[src/rtl/gauss_hfilt_if.sv]
// gauss_hfilt_if: pixel stream bundle for the horizontal Gaussian stage.
//   pix_en/col/r/g/b            : input pixel stream (driven by master)
//   out_valid/out_col/out_r/g/b : filtered output stream (driven by slave)
// master = upstream/consumer side, slave = the filter block itself.
interface gauss_hfilt_if;
    logic        pix_en;
    logic [12:0] col;
    logic [7:0]  r;
    logic [7:0]  g;
    logic [7:0]  b;
    logic        out_valid;
    logic [12:0] out_col;
    logic [7:0]  out_r;
    logic [7:0]  out_g;
    logic [7:0]  out_b;

    modport master (
        output pix_en, col, r, g, b,
        input  out_valid, out_col, out_r, out_g, out_b
    );

    modport slave (
        input  pix_en, col, r, g, b,
        output out_valid, out_col, out_r, out_g, out_b
    );
endinterface

[src/rtl/gauss_hfilt.sv]
// gauss_hfilt: horizontal 5-tap [1 4 6 4 1]/16 Gaussian on each 8-bit RGB
// channel, with edge replication at both line ends and a bypass path that
// keeps identical latency (2 clocks from accept/flush edge to out_valid).
// Ports:
//   clk, rst_n   : pixel clock, asynchronous active-low reset
//   filt_sel_i   : 1 = filtered, 0 = centre tap passed unchanged
//   seq_err_o    : sticky column-discontinuity flag (cleared by reset only)
//   px_if        : slave side of the pixel in/out stream bundle
module gauss_hfilt #(
    parameter int LINE_W = 640
) (
    input  logic          clk,
    input  logic          rst_n,
    input  logic          filt_sel_i,
    output logic          seq_err_o,
    gauss_hfilt_if.slave  px_if
);

    typedef enum logic [1:0] {
        ST_IDLE  = 2'd0,
        ST_FILL  = 2'd1,
        ST_RUN   = 2'd2,
        ST_FLUSH = 2'd3
    } state_t;

    localparam logic [12:0] LAST_COL = 13'(LINE_W - 1);
    localparam logic [12:0] PEN_COL  = 13'(LINE_W - 2);

    // One channel of the kernel plus the rounding constant; the largest
    // value is 4080 + 8 = 4088, so 12 bits never overflow.
    function automatic logic [11:0] chan_sum(
        input logic [7:0] t0, input logic [7:0] t1, input logic [7:0] t2,
        input logic [7:0] t3, input logic [7:0] t4
    );
        logic [11:0] acc;
        acc = {4'd0, t0} + {2'd0, t1, 2'd0}
            + {3'd0, t2, 1'b0} + {2'd0, t2, 2'd0}
            + {2'd0, t3, 2'd0} + {4'd0, t4} + 12'd8;
        return acc;
    endfunction

    // Stage 0: window, state and emit bookkeeping.
    state_t          state_q, state_d;
    logic [4:0][23:0] win_q, win_d;     // [4] newest, [2] centre
    logic [12:0]     exp_col_q, exp_col_d;
    logic            flush_cnt_q, flush_cnt_d;
    logic            emit_q, emit_d;
    logic [12:0]     ctr_col_q, ctr_col_d;
    logic            seq_err_q, seq_err_d;
    logic [23:0]     pix_s;

    // Stage 1: pre-shift channel values (rounded sum or bypass << 4).
    logic            s1_vld_q;
    logic [12:0]     s1_col_q;
    logic [11:0]     s1_r_q, s1_g_q, s1_b_q;
    logic [11:0]     sum_r_s, sum_g_s, sum_b_s;

    // Stage 2: output registers.
    logic            out_valid_q;
    logic [12:0]     out_col_q;
    logic [7:0]      out_r_q, out_g_q, out_b_q;

    assign pix_s = {px_if.r, px_if.g, px_if.b};

    // Next-state logic for the line-tracking FSM and the tap window.
    always_comb begin
        state_d     = state_q;
        win_d       = win_q;
        exp_col_d   = exp_col_q;
        flush_cnt_d = flush_cnt_q;
        emit_d      = 1'b0;
        ctr_col_d   = ctr_col_q;
        seq_err_d   = seq_err_q;
        case (state_q)
            ST_IDLE: begin
                if (px_if.pix_en && (px_if.col == 13'd0)) begin
                    win_d     = {5{pix_s}};
                    exp_col_d = 13'd1;
                    state_d   = ST_FILL;
                end else begin
                    state_d   = ST_IDLE;
                end
            end
            ST_FILL, ST_RUN: begin
                if (!px_if.pix_en) begin
                    state_d = state_q;
                end else if (px_if.col == exp_col_q) begin
                    win_d     = {pix_s, win_q[4:1]};
                    exp_col_d = exp_col_q + 13'd1;
                    if (state_q == ST_RUN) begin
                        emit_d    = 1'b1;
                        ctr_col_d = px_if.col - 13'd2;
                        if (px_if.col == LAST_COL) begin
                            state_d     = ST_FLUSH;
                            flush_cnt_d = 1'b0;
                        end else begin
                            state_d     = ST_RUN;
                        end
                    end else if (exp_col_q == 13'd2) begin
                        // Third pixel completes the left-replicated window.
                        emit_d    = 1'b1;
                        ctr_col_d = 13'd0;
                        state_d   = ST_RUN;
                    end else begin
                        state_d   = ST_FILL;
                    end
                end else begin
                    // Discontinuity: the offending pixel is judged as if
                    // we were already idle, so col 0 restarts at once.
                    seq_err_d = 1'b1;
                    if (px_if.col == 13'd0) begin
                        win_d     = {5{pix_s}};
                        exp_col_d = 13'd1;
                        state_d   = ST_FILL;
                    end else begin
                        state_d   = ST_IDLE;
                    end
                end
            end
            ST_FLUSH: begin
                if (px_if.pix_en && (px_if.col == 13'd0)) begin
                    // Early start of the next line drops the rest of the flush.
                    win_d     = {5{pix_s}};
                    exp_col_d = 13'd1;
                    state_d   = ST_FILL;
                end else begin
                    win_d     = {win_q[4], win_q[4:1]};
                    emit_d    = 1'b1;
                    ctr_col_d = PEN_COL + {12'd0, flush_cnt_q};
                    if (flush_cnt_q) begin
                        state_d     = ST_IDLE;
                    end else begin
                        flush_cnt_d = 1'b1;
                    end
                end
            end
            default: begin
                state_d = ST_IDLE;
            end
        endcase
    end

    // Stage 0 registers: FSM state, taps, emit flag and centre column.
    always_ff @(posedge clk or negedge rst_n) begin
        if (!rst_n) begin
            state_q     <= ST_IDLE;
            win_q       <= 120'd0;
            exp_col_q   <= 13'd0;
            flush_cnt_q <= 1'b0;
            emit_q      <= 1'b0;
            ctr_col_q   <= 13'd0;
            seq_err_q   <= 1'b0;
        end else begin
            state_q     <= state_d;
            win_q       <= win_d;
            exp_col_q   <= exp_col_d;
            flush_cnt_q <= flush_cnt_d;
            emit_q      <= emit_d;
            ctr_col_q   <= ctr_col_d;
            seq_err_q   <= seq_err_d;
        end
    end

    assign sum_r_s = chan_sum(win_q[0][23:16], win_q[1][23:16], win_q[2][23:16],
                              win_q[3][23:16], win_q[4][23:16]);
    assign sum_g_s = chan_sum(win_q[0][15:8], win_q[1][15:8], win_q[2][15:8],
                              win_q[3][15:8], win_q[4][15:8]);
    assign sum_b_s = chan_sum(win_q[0][7:0], win_q[1][7:0], win_q[2][7:0],
                              win_q[3][7:0], win_q[4][7:0]);

    // Stage 1: register rounded sums, or the centre tap pre-shifted so both
    // paths share the same >>4 in stage 2.
    always_ff @(posedge clk or negedge rst_n) begin
        if (!rst_n) begin
            s1_vld_q <= 1'b0;
            s1_col_q <= 13'd0;
            s1_r_q   <= 12'd0;
            s1_g_q   <= 12'd0;
            s1_b_q   <= 12'd0;
        end else begin
            s1_vld_q <= emit_q;
            s1_col_q <= ctr_col_q;
            if (filt_sel_i) begin
                s1_r_q <= sum_r_s;
                s1_g_q <= sum_g_s;
                s1_b_q <= sum_b_s;
            end else begin
                s1_r_q <= {win_q[2][23:16], 4'd0};
                s1_g_q <= {win_q[2][15:8], 4'd0};
                s1_b_q <= {win_q[2][7:0], 4'd0};
            end
        end
    end

    // Stage 2: output registers.
    always_ff @(posedge clk or negedge rst_n) begin
        if (!rst_n) begin
            out_valid_q <= 1'b0;
            out_col_q   <= 13'd0;
            out_r_q     <= 8'd0;
            out_g_q     <= 8'd0;
            out_b_q     <= 8'd0;
        end else begin
            out_valid_q <= s1_vld_q;
            out_col_q   <= s1_col_q;
            out_r_q     <= s1_r_q[11:4];
            out_g_q     <= s1_g_q[11:4];
            out_b_q     <= s1_b_q[11:4];
        end
    end

    assign px_if.out_valid = out_valid_q;
    assign px_if.out_col   = out_col_q;
    assign px_if.out_r     = out_r_q;
    assign px_if.out_g     = out_g_q;
    assign px_if.out_b     = out_b_q;
    assign seq_err_o       = seq_err_q;

endmodule

[src/flat_wrapper.sv]
// flat-port wrapper written by rule: the top's interface ports become plain ports
module gauss_hfilt_flat 
#(
    parameter int LINE_W = 640
)
  (clk, rst_n, filt_sel_i, seq_err_o, px_if_pix_en, px_if_col, px_if_r, px_if_g, px_if_b, px_if_out_valid, px_if_out_col, px_if_out_r, px_if_out_g, px_if_out_b);
  gauss_hfilt_if px_if_i ();
  input  logic clk;
  input  logic rst_n;
  input  logic filt_sel_i;
  output logic seq_err_o;
  input wire logic [$bits(px_if_i.pix_en)-1:0] px_if_pix_en;
  input wire logic [$bits(px_if_i.col)-1:0] px_if_col;
  input wire logic [$bits(px_if_i.r)-1:0] px_if_r;
  input wire logic [$bits(px_if_i.g)-1:0] px_if_g;
  input wire logic [$bits(px_if_i.b)-1:0] px_if_b;
  output wire logic [$bits(px_if_i.out_valid)-1:0] px_if_out_valid;
  output wire logic [$bits(px_if_i.out_col)-1:0] px_if_out_col;
  output wire logic [$bits(px_if_i.out_r)-1:0] px_if_out_r;
  output wire logic [$bits(px_if_i.out_g)-1:0] px_if_out_g;
  output wire logic [$bits(px_if_i.out_b)-1:0] px_if_out_b;
  assign px_if_i.pix_en = px_if_pix_en;
  assign px_if_i.col = px_if_col;
  assign px_if_i.r = px_if_r;
  assign px_if_i.g = px_if_g;
  assign px_if_i.b = px_if_b;
  assign px_if_out_valid = px_if_i.out_valid;
  assign px_if_out_col = px_if_i.out_col;
  assign px_if_out_r = px_if_i.out_r;
  assign px_if_out_g = px_if_i.out_g;
  assign px_if_out_b = px_if_i.out_b;
  gauss_hfilt #(.LINE_W(LINE_W)) u_core (.clk(clk), .rst_n(rst_n), .filt_sel_i(filt_sel_i), .seq_err_o(seq_err_o), .px_if(px_if_i));
endmodule
[config.mk]
export PLATFORM = sky130hd
export DESIGN_NAME = gauss_hfilt_flat
export DESIGN_NICKNAME = d
export VERILOG_FILES = /design/src/rtl/gauss_hfilt_if.sv /design/src/rtl/gauss_hfilt.sv /design/src/flat_wrapper.sv
export SDC_FILE = /design/constraint.sdc
export NUM_CORES = 1
export LEC_CHECK = 0
export BUFFER_PORTS_ARGS = -buffer_cell sky130_fd_sc_hd__buf_4
export CAP_MARGIN = 20
export CELL_PAD_IN_SITES_DETAIL_PLACEMENT = 0
export CELL_PAD_IN_SITES_GLOBAL_PLACEMENT = 1
export CORE_MARGIN = 2
export CORE_UTILIZATION = 35
export CTS_CLUSTER_SIZE = 8
export DETAILED_ROUTE_END_ITERATION = 8
export GPL_ROUTABILITY_DRIVEN = 0
export GPL_TIMING_DRIVEN = 0
export PLACE_DENSITY = 0.68
export REMOVE_ABC_BUFFERS = 1
export SYNTH_ARGS = -nofsm -noshare
export SYNTH_HDL_FRONTEND = slang
export SYNTH_SLANG_ARGS = --single-unit
[constraint.sdc]
create_clock -name clk -period 9 [get_ports clk]
set_input_delay 1.35 -clock clk [delete_from_list [all_inputs] [get_ports clk]]
set_output_delay 1.35 -clock clk [all_outputs]
set_load 0.02 [all_outputs]
# Word level (Yosys, flattened, before mapping)
# Index checks and enable logic that the tools add are counted.
[word_totals] latchBits=0 out_inout_bits=39 ramBits=0 wordCells=115 n_memories=0 mem_bits_ro=0 reg_bits=239
[op_classes] magnitude_cmp=0 div=0 n_mul=0 shift=0 addsub=21 eq_ne=17 muxes=42 bitwise=1 reduce_logical=13
[op_table] operator="$mux W120" count=5
[op_table] operator="$pmux W120 S3" count=1
[op_table] operator="$mux W13" count=9
[op_table] operator="$add A12 B10 Y12" count=6
[op_table] operator="$pmux W13 S2" count=2
[op_table] operator="$add A12 B4 Y12 const B" count=3
[op_table] operator="$add A12 B8 Y12" count=3
[op_table] operator="$add A12 B9 Y12" count=3
[op_table] operator="$mux W12" count=3
[op_table] operator="$add A8 B10 Y11" count=3
[op_table] operator="$add A13 B1 Y13 const B" count=1
[op_table] operator="$eq A13 B10 Y1 const B" count=1
[op_table] operator="$eq A13 B13 Y1" count=1
[op_table] operator="$eq A13 B2 Y1 const B" count=1
[op_table] operator="$logic_not A13 Y1" count=1
[op_table] operator="$mux W1" count=13
[op_table] operator="$sub A13 B2 Y13 const B" count=1
[op_table] operator="$mux W2" count=6
[op_table] operator="$ne A2 B1 Y1 const B" count=6
[op_table] operator="$add A10 B1 Y11 const A" count=1
[op_table] operator="$ne A3 B1 Y1 const B" count=3
[op_table] operator="$reduce_and A3 Y1" count=3
[op_table] operator="$pmux W2 S3" count=1
[op_table] operator="$reduce_and A6 Y1" count=1
[op_table] operator="12 further kinds" count=16

# Depth between registers and ports, before layout
[logic_depth] ltp_word=7 mapped_depth=20 mapped_depth_nobuf=20

# Worst setup path before layout
# Ideal clock, no wire load.
[synth_path] path_type="register to register" from="reg u_core.win_q[32] (netlist name)" to="reg u_core.s1_g_q[10]" setup_slack_ps=4512 stages_incl_launch_ff=20 t_required_ps=8875 n_path_buf=0 arrival_ps=4363 period_less_slack_ps=4488 path_cell_list="dfrtp_1 > ha_1 > inv_1 > fa_1 > inv_1 > a21oi_1 > o21bai_1 > a21o_1 > a21o_1 > xor2_1 > fa_1 > fa_1 > inv_1 > fa_1 > inv_1 > ha_1 > or3_1 > a31oi_1 > xnor2_1 > mux2_2"
[synth_via] elab_chain_cells=7
[synth_lines] item="from (decl)" line="gauss_hfilt.sv:44" text="logic [4:0][23:0] win_q, win_d;"
[synth_lines] item="from (signal assigned)" line="gauss_hfilt.sv:155" text="win_q <= win_d;"
[synth_lines] item="$add A8 B10 Y11" line="gauss_hfilt.sv:36" text="acc = {4'd0, t0} + {2'd0, t1, 2'd0}"
[synth_lines] item="$add A12 B9 Y12" line="gauss_hfilt.sv:37" text="+ {3'd0, t2, 1'b0} + {2'd0, t2, 2'd0}"
[synth_lines] item="$add A12 B10 Y12" line="gauss_hfilt.sv:37"
[synth_lines] item="$add A12 B10 Y12" line="gauss_hfilt.sv:38" text="+ {2'd0, t3, 2'd0} + {4'd0, t4} + 12'd8;"
[synth_lines] item="$add A12 B8 Y12" line="gauss_hfilt.sv:38"
[synth_lines] item="$add A12 B4 Y12" line="gauss_hfilt.sv:38"
[synth_lines] item="$mux W12" line="gauss_hfilt.sv:183" text="if (filt_sel_i) begin"
[synth_lines] item="to (signal assigned)" line="gauss_hfilt.sv:185" text="s1_g_q <= sum_g_s;"
[synth_lines] item="to (signal assigned)" line="gauss_hfilt.sv:189" text="s1_g_q <= {win_q[2][15:8], 4'd0};"
[synth_lines] item="to (decl)" line="gauss_hfilt.sv:55" text="logic [11:0] s1_r_q, s1_g_q, s1_b_q;"
# Every way passes these cells.
# A chain may end at the register's enable or synchronous reset.

# Final worst setup path
# Same ends and word-level chain as after synthesis.

==> impl_results.md <==
- Endpoints failing hold: 0
- Largest net degree at the start of global routing: between 80 and 90
- Slew of the pin with the lowest slew margin: roughly 0.9 ns
- Worst IR Drop VDD: about 0.17 mV
- Port bufs: 79
- Area growth, synth to finish: 16.0%
- Clock Sinks: around 230
- Most frequent cells in the layout: dfrtp_1, nand2_1, inv_1
- Post-CTS Setup Bufs: 0
- H-tree depth: 2
- Critical path arrival: 5.33 ns
- Hold Path Class: reg2reg
- Ys async rst share: between 90% and 100%
- Reg2Reg Setup Slack: around 4 ns
- Final Skew: about 0.026 ns
- Post_cts resized: 0
- GR Layer Usage met3: ~3.4%
- Worst setup SP type: flip-flop
- Vias in the first global route: between 10000 and 15000
- Routed length per instance: roughly 17 um
- Flops & latches, synth: between 200 and 250
- Cell row count: 72
- Synth Flop Type: dfrtp_1
- Power Density: 304 nW/um^2
- Leak Pwr: 7.38 nW
- GRT met1 Usage: a little under a quarter
- Synth cell types: 66
- Clock-pin slew on the worst setup and hold paths: about 0.05 ns
- Final Cycle Share: about 55%
- Slew headroom: a little under two fifths
- GR peak layer: met2
- Peak Freq: between 200 and 250 MHz
- CTS tree: yes
- CP Class: reg2reg
- Met2 GRT Util: 27.6%
- CP required: between 9 and 10 ns
- TritonCTS Buffers: 34
- # diodes: 0
- Overall die area: between 40000 and 50000 sq um
- Routed via count: 10200
- Post-synth EDFFs: 0
- Initial antenna violation count: 1
- Clock root buffer: clkbuf_16
- Post-synthesis sequential area ratio: 41.8%
- Layout Nets: 1588
- Post-route cell area: around 16000 sq um
- Die height: between 200 and 250 um
- Post-DP Area: approximately 15000 sq um
- Clk buf depth: 3
- DR iter-0 viols: 615
- Cts hold-fix bufs: 0
- Min-delay src: u_core.s1_r_q[6]
- Overflow after GRT: 0
- CP max FO: 6
- Post-route DRC: 0
- First drt pass iteration count: 5
- Die X: approximately 200 um
- IO Count: 80
- Final WL: approximately 33000 um
- Mapped Avg Cell Area: approximately 10 sq um
- Reg2reg start: u_core.win_q[32]
- Hold depth: 0
- Status: completed
- Setup TNS: 0 ns
- Vias per cell: approximately 5.3
- First-pass GRT wire length: about 56000 um
- Clock insertion delay at the later pin of the skew report: between 0.5 and 0.6 ns
- Commonest non-fill, non-tap cell in the layout: dfrtp_1
- Final antenna-violating net count: 0
- Core Area: roughly 38000 sq um
- RSZ-0062 raised after global routing: no
- Clock period minus worst slack: a little under 5 ns
- Max_cap viols: 0
- Worst Hold End: u_core.px_if.out_r[2]
- Crit Reg-Reg Endpoint: u_core.s1_g_q[10]
- Fraction of layout cells with a size suffix above 1: a little under an eighth
- Synthesized cell area: ~14000 sq um
- Final setup viols: 0
- Worst Reg2Reg Path Length in Cells: 19
- Dpl hpwl: approximately 22000 um
- Starting Density: 35.3%
- Mapped Cells: between 1000 and 1500
- GRT Util Overall: 17.0%
- Max Slew Vio Count: 0
- Yosys warns: 0
- Endpoint type of the worst setup path: flip-flop
[worst max path at each step]
stage | startpoint | to | slack, ns | cells past startpoint
after floorplan | px_if_col[12] | u_core.win_q[0] | 3.43 | 6
after global placement | px_if_col[12] | u_core.win_q[73] | 0.40 | 7
after detailed placement | u_core.win_q[32] | u_core.s1_g_q[10] | 4.10 | 19
after CTS | u_core.win_q[32] | u_core.s1_g_q[10] | 4.07 | 19
after global routing | u_core.win_q[32] | u_core.s1_g_q[10] | 3.76 | 20
final | u_core.win_q[32] | u_core.s1_g_q[10] | 4.07 | 19
[power by group]
group	total, mW	switching (mW)	leakage (nW)	internal (mW)
Clock	1.13	0.445	0.441	0.683
Combinational	2.31	1.25	4.13	1.06
Sequential	1.34	0.125	2.81	1.22
Total	4.79	1.82	7.38	2.97
[worst max-delay path: stages, from the launching register on]
cell and delay [ns]:
dfrtp_1 0.38, ha_1 0.19, inv_1 0.06, fa_1 0.46, inv_1 0.07, a21oi_1 0.07, o21bai_1 0.21, a21o_1 0.16
a21o_1 0.14, xor2_1 0.21, fa_1 0.45, fa_1 0.54, inv_1 0.05, fa_1 0.53, inv_1 0.04, ha_1 0.25
or3_1 0.33, a31oi_1 0.29, xnor2_1 0.10, mux2_2 0.27
[layout make-up]
| class | count | area [sq um] |
|---|---|---|
| clock buffer | 37 | 882 |
| timing repair buffer | 92 | 921 |
| fill | 3727 | 22700 |
| clock inverter | 1 | 16.3 |
| tap | 518 | 648 |
| inverter | 147 | 552 |
| multi-input combinational | 899 | 7070 |
| sequential | 227 | 5680 |
[cell families after synthesis]
group | Yosys count | share of synthesized area, %
AO/OA/AOI/OAI | 373 | 18.2
XOR/XNOR | 53 | 3.69
adder cells (fa/ha/maj) | 146 | 17.6
buffers and inverters | 214 | 6.48
flip-flops | 227 | 41.8
multiplexers | 24 | 1.94
AND/OR/NAND/NOR | 303 | 10.3
[through the flow]
stage	instances	setup slack [ns]	hold slack (ns)	total power [mW]	util, %
floorplan	1273	3.43	0.331	3.14	-
global placement	1870	0.395	0.334	3.63	37.7
detailed placement	1883	4.10	0.335	3.68	38.7
CTS	1921	4.07	0.344	4.87	41.0
global route	1921	3.76	0.348	5.25	41.0
finish	1921	4.07	0.338	4.79	41.0
[flip-flops by register name, summed over array words and instances, names as in the netlist]
register / cells
u_core.s1_col_q: 13
u_core.px_if.out_r: 8
u_core.flush_cnt_q: 1
u_core.win_q: 120
u_core.s1_g_q: 8
u_core.s1_b_q: 8
u_core.s1_vld_q: 1
u_core.px_if.out_valid: 1
u_core.seq_err_o: 1
u_core.px_if.out_g: 8
u_core.ctr_col_q: 13
u_core.s1_r_q: 8
u_core.exp_col_q: 13
u_core.state_q: 2
u_core.px_if.out_col: 13
u_core.emit_q: 1
u_core.px_if.out_b: 8
[cell usage after synthesis, types with 9 or more instances]
cell | n | area (sq um)
dfrtp_1 | 227 | 5680
nand2_1 | 182 | 683
inv_1 | 145 | 544
a221oi_1 | 99 | 867
o21ai_1 | 91 | 455
fa_1 | 75 | 1500
o21ai_0 | 75 | 375
ha_1 | 71 | 888
clkbuf_1 | 34 | 128
nor2_1 | 34 | 128
xnor2_1 | 33 | 289
a21oi_1 | 30 | 150
buf_2 | 20 | 100
nor3_1 | 17 | 85.1
xor2_1 | 15 | 131
a21o_1 | 14 | 105
mux2_2 | 11 | 124
nand3_1 | 10 | 50.1
o22ai_1 | 10 | 62.6
nor2b_1 | 9 | 56.3
[routing by layer]
layer  up-vias  wire, um
met5         -        16
met4         2       527
met3        39      1560
met2       240     15800
met1      5090     15200
li1       4802         -
Power figures use the tool's default switching activity.
